**src/rtl/naive_cpu_pkg.sv**
```systemverilog
// rtl/naive_cpu_pkg.sv - shared register-index constants and helpers for the register file scoreboard
package naive_cpu_pkg;

  localparam int DATA_W = 16;
  localparam int NUM_REGS = 16;
  localparam int PEND_W = 2;
  localparam logic [15:0] SP_INIT = 16'hBF10;

  localparam logic [3:0] REG_IH = 4'd8;
  localparam logic [3:0] REG_SP = 4'd9;
  localparam logic [3:0] REG_RA = 4'd10;
  localparam logic [3:0] REG_FIRST_RSVD = 4'd11;

  function automatic logic is_rsvd(input logic [3:0] idx);
    return idx >= REG_FIRST_RSVD;
  endfunction

endpackage

```
**src/rtl/register_file_scoreboard_if.sv**
```systemverilog
// rtl/register_file_scoreboard_if.sv - decode/execute side bus of the register file scoreboard
interface register_file_scoreboard_if #(
  parameter int DATA_W = 16
);

  logic [3:0]        rd_s_idx;
  logic [3:0]        rd_m_idx;
  logic [DATA_W-1:0] rd_s_data;
  logic [DATA_W-1:0] rd_m_data;
  logic              issue_valid;
  logic              issue_t_we;
  logic [3:0]        issue_t_idx;
  logic              wb_valid;
  logic [3:0]        wb_idx;
  logic [DATA_W-1:0] wb_data;
  logic              stall;
  logic              wb_underflow;
  logic [3:0]        dbg_idx;
  logic [DATA_W-1:0] dbg_data;

  modport master (
    output rd_s_idx, rd_m_idx, issue_valid, issue_t_we, issue_t_idx,
    output wb_valid, wb_idx, wb_data, dbg_idx,
    input  rd_s_data, rd_m_data, stall, wb_underflow, dbg_data
  );

  modport slave (
    input  rd_s_idx, rd_m_idx, issue_valid, issue_t_we, issue_t_idx,
    input  wb_valid, wb_idx, wb_data, dbg_idx,
    output rd_s_data, rd_m_data, stall, wb_underflow, dbg_data
  );

endinterface

```
**src/rtl/register_file_scoreboard_reg_scoreboard.sv**
```systemverilog
// rtl/register_file_scoreboard_reg_scoreboard.sv - per-register pending-write counters, stall and underflow flag
// Optional WRITE_BYPASS_EN: a completing write-back releases the source stall in the same cycle.
module reg_scoreboard
  import naive_cpu_pkg::*;
#(
  parameter int PEND_W = naive_cpu_pkg::PEND_W
) (
  input  logic       clk,
  input  logic       rst,
  input  logic [3:0] rd_s_idx,
  input  logic [3:0] rd_m_idx,
  input  logic       issue_valid,
  input  logic       issue_t_we,
  input  logic [3:0] issue_t_idx,
  input  logic       wb_valid,
  input  logic [3:0] wb_idx,
  output logic       stall,
  output logic       wb_underflow
);

  localparam logic [PEND_W-1:0] PEND_MAX = '1;
  localparam logic [PEND_W-1:0] PEND_ONE = PEND_W'(1);

  logic [PEND_W-1:0]   pend [NUM_REGS];
  logic [NUM_REGS-1:0] inc_vec;
  logic [NUM_REGS-1:0] dec_vec;
  logic                issue_fire;
  logic                wb_fire;
  logic                s_busy;
  logic                m_busy;
  logic                t_full;

  assign issue_fire = issue_valid && issue_t_we && !stall && !is_rsvd(issue_t_idx);
  assign wb_fire    = wb_valid && !is_rsvd(wb_idx);

  always_comb begin
    inc_vec = '0;
    dec_vec = '0;
    if (issue_fire) inc_vec[issue_t_idx] = 1'b1;
    if (wb_fire)    dec_vec[wb_idx]      = 1'b1;
  end

  always_comb begin
    s_busy = !is_rsvd(rd_s_idx) && (pend[rd_s_idx] != '0);
    m_busy = !is_rsvd(rd_m_idx) && (pend[rd_m_idx] != '0);
`ifdef WRITE_BYPASS_EN
    // The write landing now is forwarded, so only writes behind it still block.
    if (wb_fire && (wb_idx == rd_s_idx)) s_busy = pend[rd_s_idx] > PEND_ONE;
    if (wb_fire && (wb_idx == rd_m_idx)) m_busy = pend[rd_m_idx] > PEND_ONE;
`endif
    t_full = issue_t_we && !is_rsvd(issue_t_idx) && (pend[issue_t_idx] == PEND_MAX);
    stall  = s_busy || m_busy || t_full;
  end

  always_ff @(posedge clk) begin
    if (rst) begin
      for (int i = 0; i < NUM_REGS; i++) pend[i] <= '0;
      wb_underflow <= 1'b0;
    end else begin
      for (int i = 0; i < NUM_REGS; i++) begin
        case ({inc_vec[i], dec_vec[i]})
          2'b10:   pend[i] <= pend[i] + PEND_ONE;
          2'b01:   if (pend[i] != '0) pend[i] <= pend[i] - PEND_ONE;
          default: pend[i] <= pend[i];
        endcase
      end
      if (wb_fire && !inc_vec[wb_idx] && (pend[wb_idx] == '0)) wb_underflow <= 1'b1;
    end
  end

endmodule

```
**src/rtl/register_file_scoreboard.sv**
```systemverilog
// rtl/register_file_scoreboard.sv - 16x16 register file with two read ports, write-back and pending-write scoreboard
// Optional WRITE_BYPASS_EN: write-back data is forwarded to the read ports in the same cycle.
module register_file_scoreboard
  import naive_cpu_pkg::*;
#(
  parameter int                DATA_W  = naive_cpu_pkg::DATA_W,
  parameter int                PEND_W  = naive_cpu_pkg::PEND_W,
  parameter logic [DATA_W-1:0] SP_INIT = DATA_W'(naive_cpu_pkg::SP_INIT)
) (
  input logic                  clk,
  input logic                  rst,
  register_file_scoreboard_if.slave bus
);

  logic [DATA_W-1:0] regs [NUM_REGS];
  logic [DATA_W-1:0] rd_s;
  logic [DATA_W-1:0] rd_m;
  logic              wb_fire;

  assign wb_fire = bus.wb_valid && !is_rsvd(bus.wb_idx);

  always_ff @(posedge clk) begin
    if (rst) begin
      for (int i = 0; i < NUM_REGS; i++) regs[i] <= (4'(i) == REG_SP) ? SP_INIT : '0;
    end else if (wb_fire) begin
      regs[bus.wb_idx] <= bus.wb_data;
    end
  end

  always_comb begin
    rd_s = is_rsvd(bus.rd_s_idx) ? '0 : regs[bus.rd_s_idx];
    rd_m = is_rsvd(bus.rd_m_idx) ? '0 : regs[bus.rd_m_idx];
`ifdef WRITE_BYPASS_EN
    if (wb_fire && (bus.wb_idx == bus.rd_s_idx)) rd_s = bus.wb_data;
    if (wb_fire && (bus.wb_idx == bus.rd_m_idx)) rd_m = bus.wb_data;
`endif
  end

  assign bus.rd_s_data = rd_s;
  assign bus.rd_m_data = rd_m;
  assign bus.dbg_data  = is_rsvd(bus.dbg_idx) ? '0 : regs[bus.dbg_idx];

  reg_scoreboard #(
    .PEND_W(PEND_W)
  ) u_scoreboard (
    .clk          (clk),
    .rst          (rst),
    .rd_s_idx     (bus.rd_s_idx),
    .rd_m_idx     (bus.rd_m_idx),
    .issue_valid  (bus.issue_valid),
    .issue_t_we   (bus.issue_t_we),
    .issue_t_idx  (bus.issue_t_idx),
    .wb_valid     (bus.wb_valid),
    .wb_idx       (bus.wb_idx),
    .stall        (bus.stall),
    .wb_underflow (bus.wb_underflow)
  );

endmodule

```
**src/flat_wrapper.sv**
```systemverilog
// flat-port wrapper written by rule: the top's interface ports become plain ports
module register_file_scoreboard_flat import naive_cpu_pkg::*;
#(
  parameter int                DATA_W  = naive_cpu_pkg::DATA_W,
  parameter int                PEND_W  = naive_cpu_pkg::PEND_W,
  parameter logic [DATA_W-1:0] SP_INIT = DATA_W'(naive_cpu_pkg::SP_INIT)
)
  (clk, rst, bus_rd_s_idx, bus_rd_m_idx, bus_issue_valid, bus_issue_t_we, bus_issue_t_idx, bus_wb_valid, bus_wb_idx, bus_wb_data, bus_dbg_idx, bus_rd_s_data, bus_rd_m_data, bus_stall, bus_wb_underflow, bus_dbg_data);
  register_file_scoreboard_if #(.DATA_W(DATA_W)) bus_i ();
  input logic clk;
  input logic rst;
  input wire logic [$bits(bus_i.rd_s_idx)-1:0] bus_rd_s_idx;
  input wire logic [$bits(bus_i.rd_m_idx)-1:0] bus_rd_m_idx;
  input wire logic [$bits(bus_i.issue_valid)-1:0] bus_issue_valid;
  input wire logic [$bits(bus_i.issue_t_we)-1:0] bus_issue_t_we;
  input wire logic [$bits(bus_i.issue_t_idx)-1:0] bus_issue_t_idx;
  input wire logic [$bits(bus_i.wb_valid)-1:0] bus_wb_valid;
  input wire logic [$bits(bus_i.wb_idx)-1:0] bus_wb_idx;
  input wire logic [$bits(bus_i.wb_data)-1:0] bus_wb_data;
  input wire logic [$bits(bus_i.dbg_idx)-1:0] bus_dbg_idx;
  output wire logic [$bits(bus_i.rd_s_data)-1:0] bus_rd_s_data;
  output wire logic [$bits(bus_i.rd_m_data)-1:0] bus_rd_m_data;
  output wire logic [$bits(bus_i.stall)-1:0] bus_stall;
  output wire logic [$bits(bus_i.wb_underflow)-1:0] bus_wb_underflow;
  output wire logic [$bits(bus_i.dbg_data)-1:0] bus_dbg_data;
  assign bus_i.rd_s_idx = bus_rd_s_idx;
  assign bus_i.rd_m_idx = bus_rd_m_idx;
  assign bus_i.issue_valid = bus_issue_valid;
  assign bus_i.issue_t_we = bus_issue_t_we;
  assign bus_i.issue_t_idx = bus_issue_t_idx;
  assign bus_i.wb_valid = bus_wb_valid;
  assign bus_i.wb_idx = bus_wb_idx;
  assign bus_i.wb_data = bus_wb_data;
  assign bus_i.dbg_idx = bus_dbg_idx;
  assign bus_rd_s_data = bus_i.rd_s_data;
  assign bus_rd_m_data = bus_i.rd_m_data;
  assign bus_stall = bus_i.stall;
  assign bus_wb_underflow = bus_i.wb_underflow;
  assign bus_dbg_data = bus_i.dbg_data;
  register_file_scoreboard #(.DATA_W(DATA_W), .PEND_W(PEND_W), .SP_INIT(SP_INIT)) u_core (.clk(clk), .rst(rst), .bus(bus_i));
endmodule
```
**config.mk**
```make
export PLATFORM = sky130hd
export DESIGN_NAME = register_file_scoreboard_flat
export DESIGN_NICKNAME = d
export VERILOG_FILES = /design/src/rtl/naive_cpu_pkg.sv /design/src/rtl/register_file_scoreboard_if.sv /design/src/rtl/register_file_scoreboard_reg_scoreboard.sv /design/src/rtl/register_file_scoreboard.sv /design/src/flat_wrapper.sv
export SDC_FILE = /design/constraint.sdc
export NUM_CORES = 1
export LEC_CHECK = 0
export ABC_AREA = 0
export BUFFER_PORTS_ARGS = -buffer_cell sky130_fd_sc_hd__buf_2
export CAP_MARGIN = 20
export CORE_UTILIZATION = 66
export DETAILED_ROUTE_END_ITERATION = 8
export PLACE_DENSITY = 0.86
export SYNTH_ARGS = -nofsm -noshare
export SYNTH_HDL_FRONTEND = slang
export SYNTH_HIERARCHICAL = 1
export SYNTH_SLANG_ARGS = --single-unit
```
**constraint.sdc**
```tcl
create_clock -name clk -period 7.6 [get_ports clk]
set_clock_uncertainty 0.15 [all_clocks]
set_input_delay 0.76 -clock clk [delete_from_list [all_inputs] [get_ports clk]]
set_output_delay 0.76 -clock clk [all_outputs]
set_load 0.01 [all_outputs]
```
==> impl_metrics.json <==
{
  "ys_seq_elements": 201,
  "mostFrequentLayoutCells": "200 x edfxtp_1, 169 x and2_1, 109 x nand2_1",
  "worst_pin_slew_ps": 1266,
  "cts_tree": "built",
  "die_height_um": 146.3,
  "first_pass_iters": 6,
  "synth_top_area_cell": "edfxtp_1",
  "overflow": 0,
  "vias_per_cell": 7.412,
  "hold_violations": 0,
  "cp.required_ps": 6690,
  "drive_above_1_share_pct": 22.05,
  "crit_path_max_incr_delay_ps": 720,
  "n_fill_cell": 1339,
  "crit_path_max_fanout": 53,
  "rsz0062_at_grt": "no",
  "cts-root-buf": "clkbuf_16",
  "cap_violations": 0,
  "num_vias": 10840,
  "synth_top_area_share_pct": 43.70,
  "postSynthAreaPerCell_um2": 11.87,
  "holdPathEnd": "u_core/u_scoreboard/wb_underflow$_SDFFE_PP0P_",
  "worstHoldPathCells": 3,
  "final_common_cell": "edfxtp_1",
  "place.gp.congestion": 0.8847,
  "worst-endpoint-arrival_ps": 3020,
  "drtIter0Drc": 1526,
  "power_density_nw_per_um2": 190.3,
  "htreeDepth": 1,
  "final_cell_area_um2": 14840,
  "ir_drop_uv": 163.0,
  "finalCoreUtilization_pct": 73.10,
  "clk_pin_slew_ps": 60,
  "rr_endpoint": "u_core/u_scoreboard/pend[8][1]$_SDFFCE_PN0P_",
  "drc": 0,
  "rows": 52,
  "crit_path_cell_trace": "buf_2 -> buf_4 -> nor2b_1 -> buf_4 -> a2bb2oi_1 -> o211ai_1 -> buf_2",
  "clk_path_buf_depth": 3,
  "grt_pass1_vias": 10720,
  "syn-cell-area_um2": 13740,
  "antenna_cells": 0,
  "synth_warnings": 6,
  "start_kind": "input pin",
  "post_cts_buffers": 0,
  "wl_per_cell_um": 27.95,
  "p_leak_nw": 5.483,
  "setup_violations": 0,
  "rrSetupSlack_ps": 4190,
  "synth-async-reset-ratio_pct": 0,
  "outcome": "finished clean",
  "worst_setup_path_end_kind": "output port",
  "cts_resized": 0,
  "final.setup.tns_ps": 0,
  "die_w_um": 146.3,
  "drv_slew": 0,
  "regToRegStartpoint": "u_core/u_scoreboard/pend[8][1]$_SDFFCE_PN0P_",
  "syn2layout_area_growth_pct": 7.966,
  "hold_path.class": "reg2reg",
  "synth_seq_area_share_pct": 43.85,
  "period_minus_slack_ps": 3933,
  "grt_max_degree": 72,
  "syn_inst": 1158,
  "min_period_over_period_pct": 51.74,
  "synthTopCellsByArea": "edfxtp_1 44%, mux4_2 17%, and2_1 7.7%",
  "multi_input_area_um2": 7199,
  "ys.flop_type": "edfxtp_1",
  "place_area_um2": 14170,
  "routed_wl_um": 40890,
  "place_hpwl_um": 24320,
  "cts_buffers": 22,
  "antenna_left": 0,
  "grt_pass1_wl_um": 61470,
  "dieArea_um2": 21400,
  "initial_core_util_pct": 67.70,
  "nets": 1245,
  "synth_cell_types": 53,
  "maxSlewHeadroom_pct": 15.21,
  "antenna_found_initial": 0,
  "grt.total_usage_pct": 38.32,
  "max_freq_mhz": 254.3,
  "synth_edf_count": 200,
  "worst_path_max_delay_cell": "buf_4",
  "min_from": "u_core/u_scoreboard/wb_underflow$_SDFFE_PP0P_",
  "worstSetupPathType": "in2out",
  "finalNonFillerCells": 1463,
  "ff2ff_path_depth": 11,
  "dp_cells": 1424,
  "ios": 91,
  "regArea_um2": 6026,
  "hold_ws_ps": 502.8,
  "clk_latency_ps": 510,
  "portBuffers": 90,
  "placeableCoreArea_um2": 20300,
  "clock_sinks": 201,
  "cts_hold_buffers": 0
}
-- cell type report --
cell class	instances	share of cell area, %
clock buffer	29	3.955
clock inverter	9	0.3626
inverter	21	0.5312
multi-input combinational	832	48.52
sequential	201	40.61
tap	270	2.277
timing repair buffer	101	3.744
-- synthesized netlist by cell type (17+ instances only) --
cell / instances
nand3b_1: 17
clkbuf_1: 68
mux2i_1: 53
o31ai_1: 18
buf_2: 24
o211ai_1: 37
mux4_2: 101
ha_1: 25
edfxtp_1: 200
a2bb2oi_1: 32
nor3_1: 19
nand2_1: 109
inv_1: 21
and2_1: 169
nor2_1: 62
-- registers in the layout (all words and copies together), names as in the netlist --
name,count
u_core/regs,176
u_core/u_scoreboard/wb_underflow,1
u_core/u_scoreboard/pend,24
-- per-stage QoR --
step	power (mW)	setup slack (ps)
after floorplan	1.693	4145
after global placement	1.835	3350
after detailed placement	1.855	3330
after CTS	2.807	3708
after global routing	2.897	3602
final	2.824	3667
-- critical path, delay by kind of cell --
kind | cells | cell delay [ps]
buffers and inverters | 4 | 1370
AO/OA/AOI/OAI | 2 | 400
AND/OR/NAND/NOR | 1 | 460
-- worst max path at each step --
stage / start / endpoint / slack (ps) / cells after the start
after floorplan: bus_issue_t_idx[0] / u_core/u_scoreboard/pend[8][1]$_SDFFCE_PN0P_ / 4150 / 15
after global placement: bus_rd_m_idx[0] / u_core/u_scoreboard/pend[8][1]$_SDFFCE_PN0P_ / 3350 / 13
after detailed placement: bus_rd_s_idx[0] / u_core/u_scoreboard/pend[8][1]$_SDFFCE_PN0P_ / 3330 / 12
after CTS: bus_rd_s_idx[0] / bus_stall / 3710 / 6
final: bus_rd_m_idx[0] / bus_rd_m_data[6] / 3670 / 7
after global routing: bus_rd_m_idx[0] / u_core/u_scoreboard/pend[8][1]$_SDFFCE_PN0P_ / 3600 / 13
-- layer usage --
metal | global-route usage [%] | vias to the layer above | routed length (µm) | share of wire (%)
li1 | - | 4432 | - | -
met1 | 48.99 | 5239 | 13620 | 33
met2 | 62.24 | 978 | 19420 | 47
met3 | 6.625 | 195 | 5415 | 13
met4 | 22.08 | 0 | 2426 | 5.9
met5 | 0 | - | 0 | 0
-- power by group --
group	switching [mW]	total [mW]	leakage, nW	internal [mW]
sequential	0.0628	1.35	1.94	1.29
combinational	0.284	0.500	3.23	0.216
clock	0.428	0.970	0.319	0.542
total	0.775	2.82	5.48	2.05
-- kinds of logic (layout without fill, tap and decap cells) --
logic type / count (synthesis) / count (layout) / share of synthesized area (%)
AND/OR/NAND/NOR: 461 / 461 / 18.45
flip-flops: 201 / 201 / 43.85
AO/OA/AOI/OAI: 172 / 172 / 9.514
multiplexers: 157 / 157 / 20.99
buffers and inverters: 127 / 160 / 4.042
adder cells (fa/ha/maj): 25 / 25 / 2.276
XOR/XNOR: 13 / 13 / 0.8285
other: 2 / 4 / 0.05465
No activity file was read; power rests on OpenSTA's default activity.
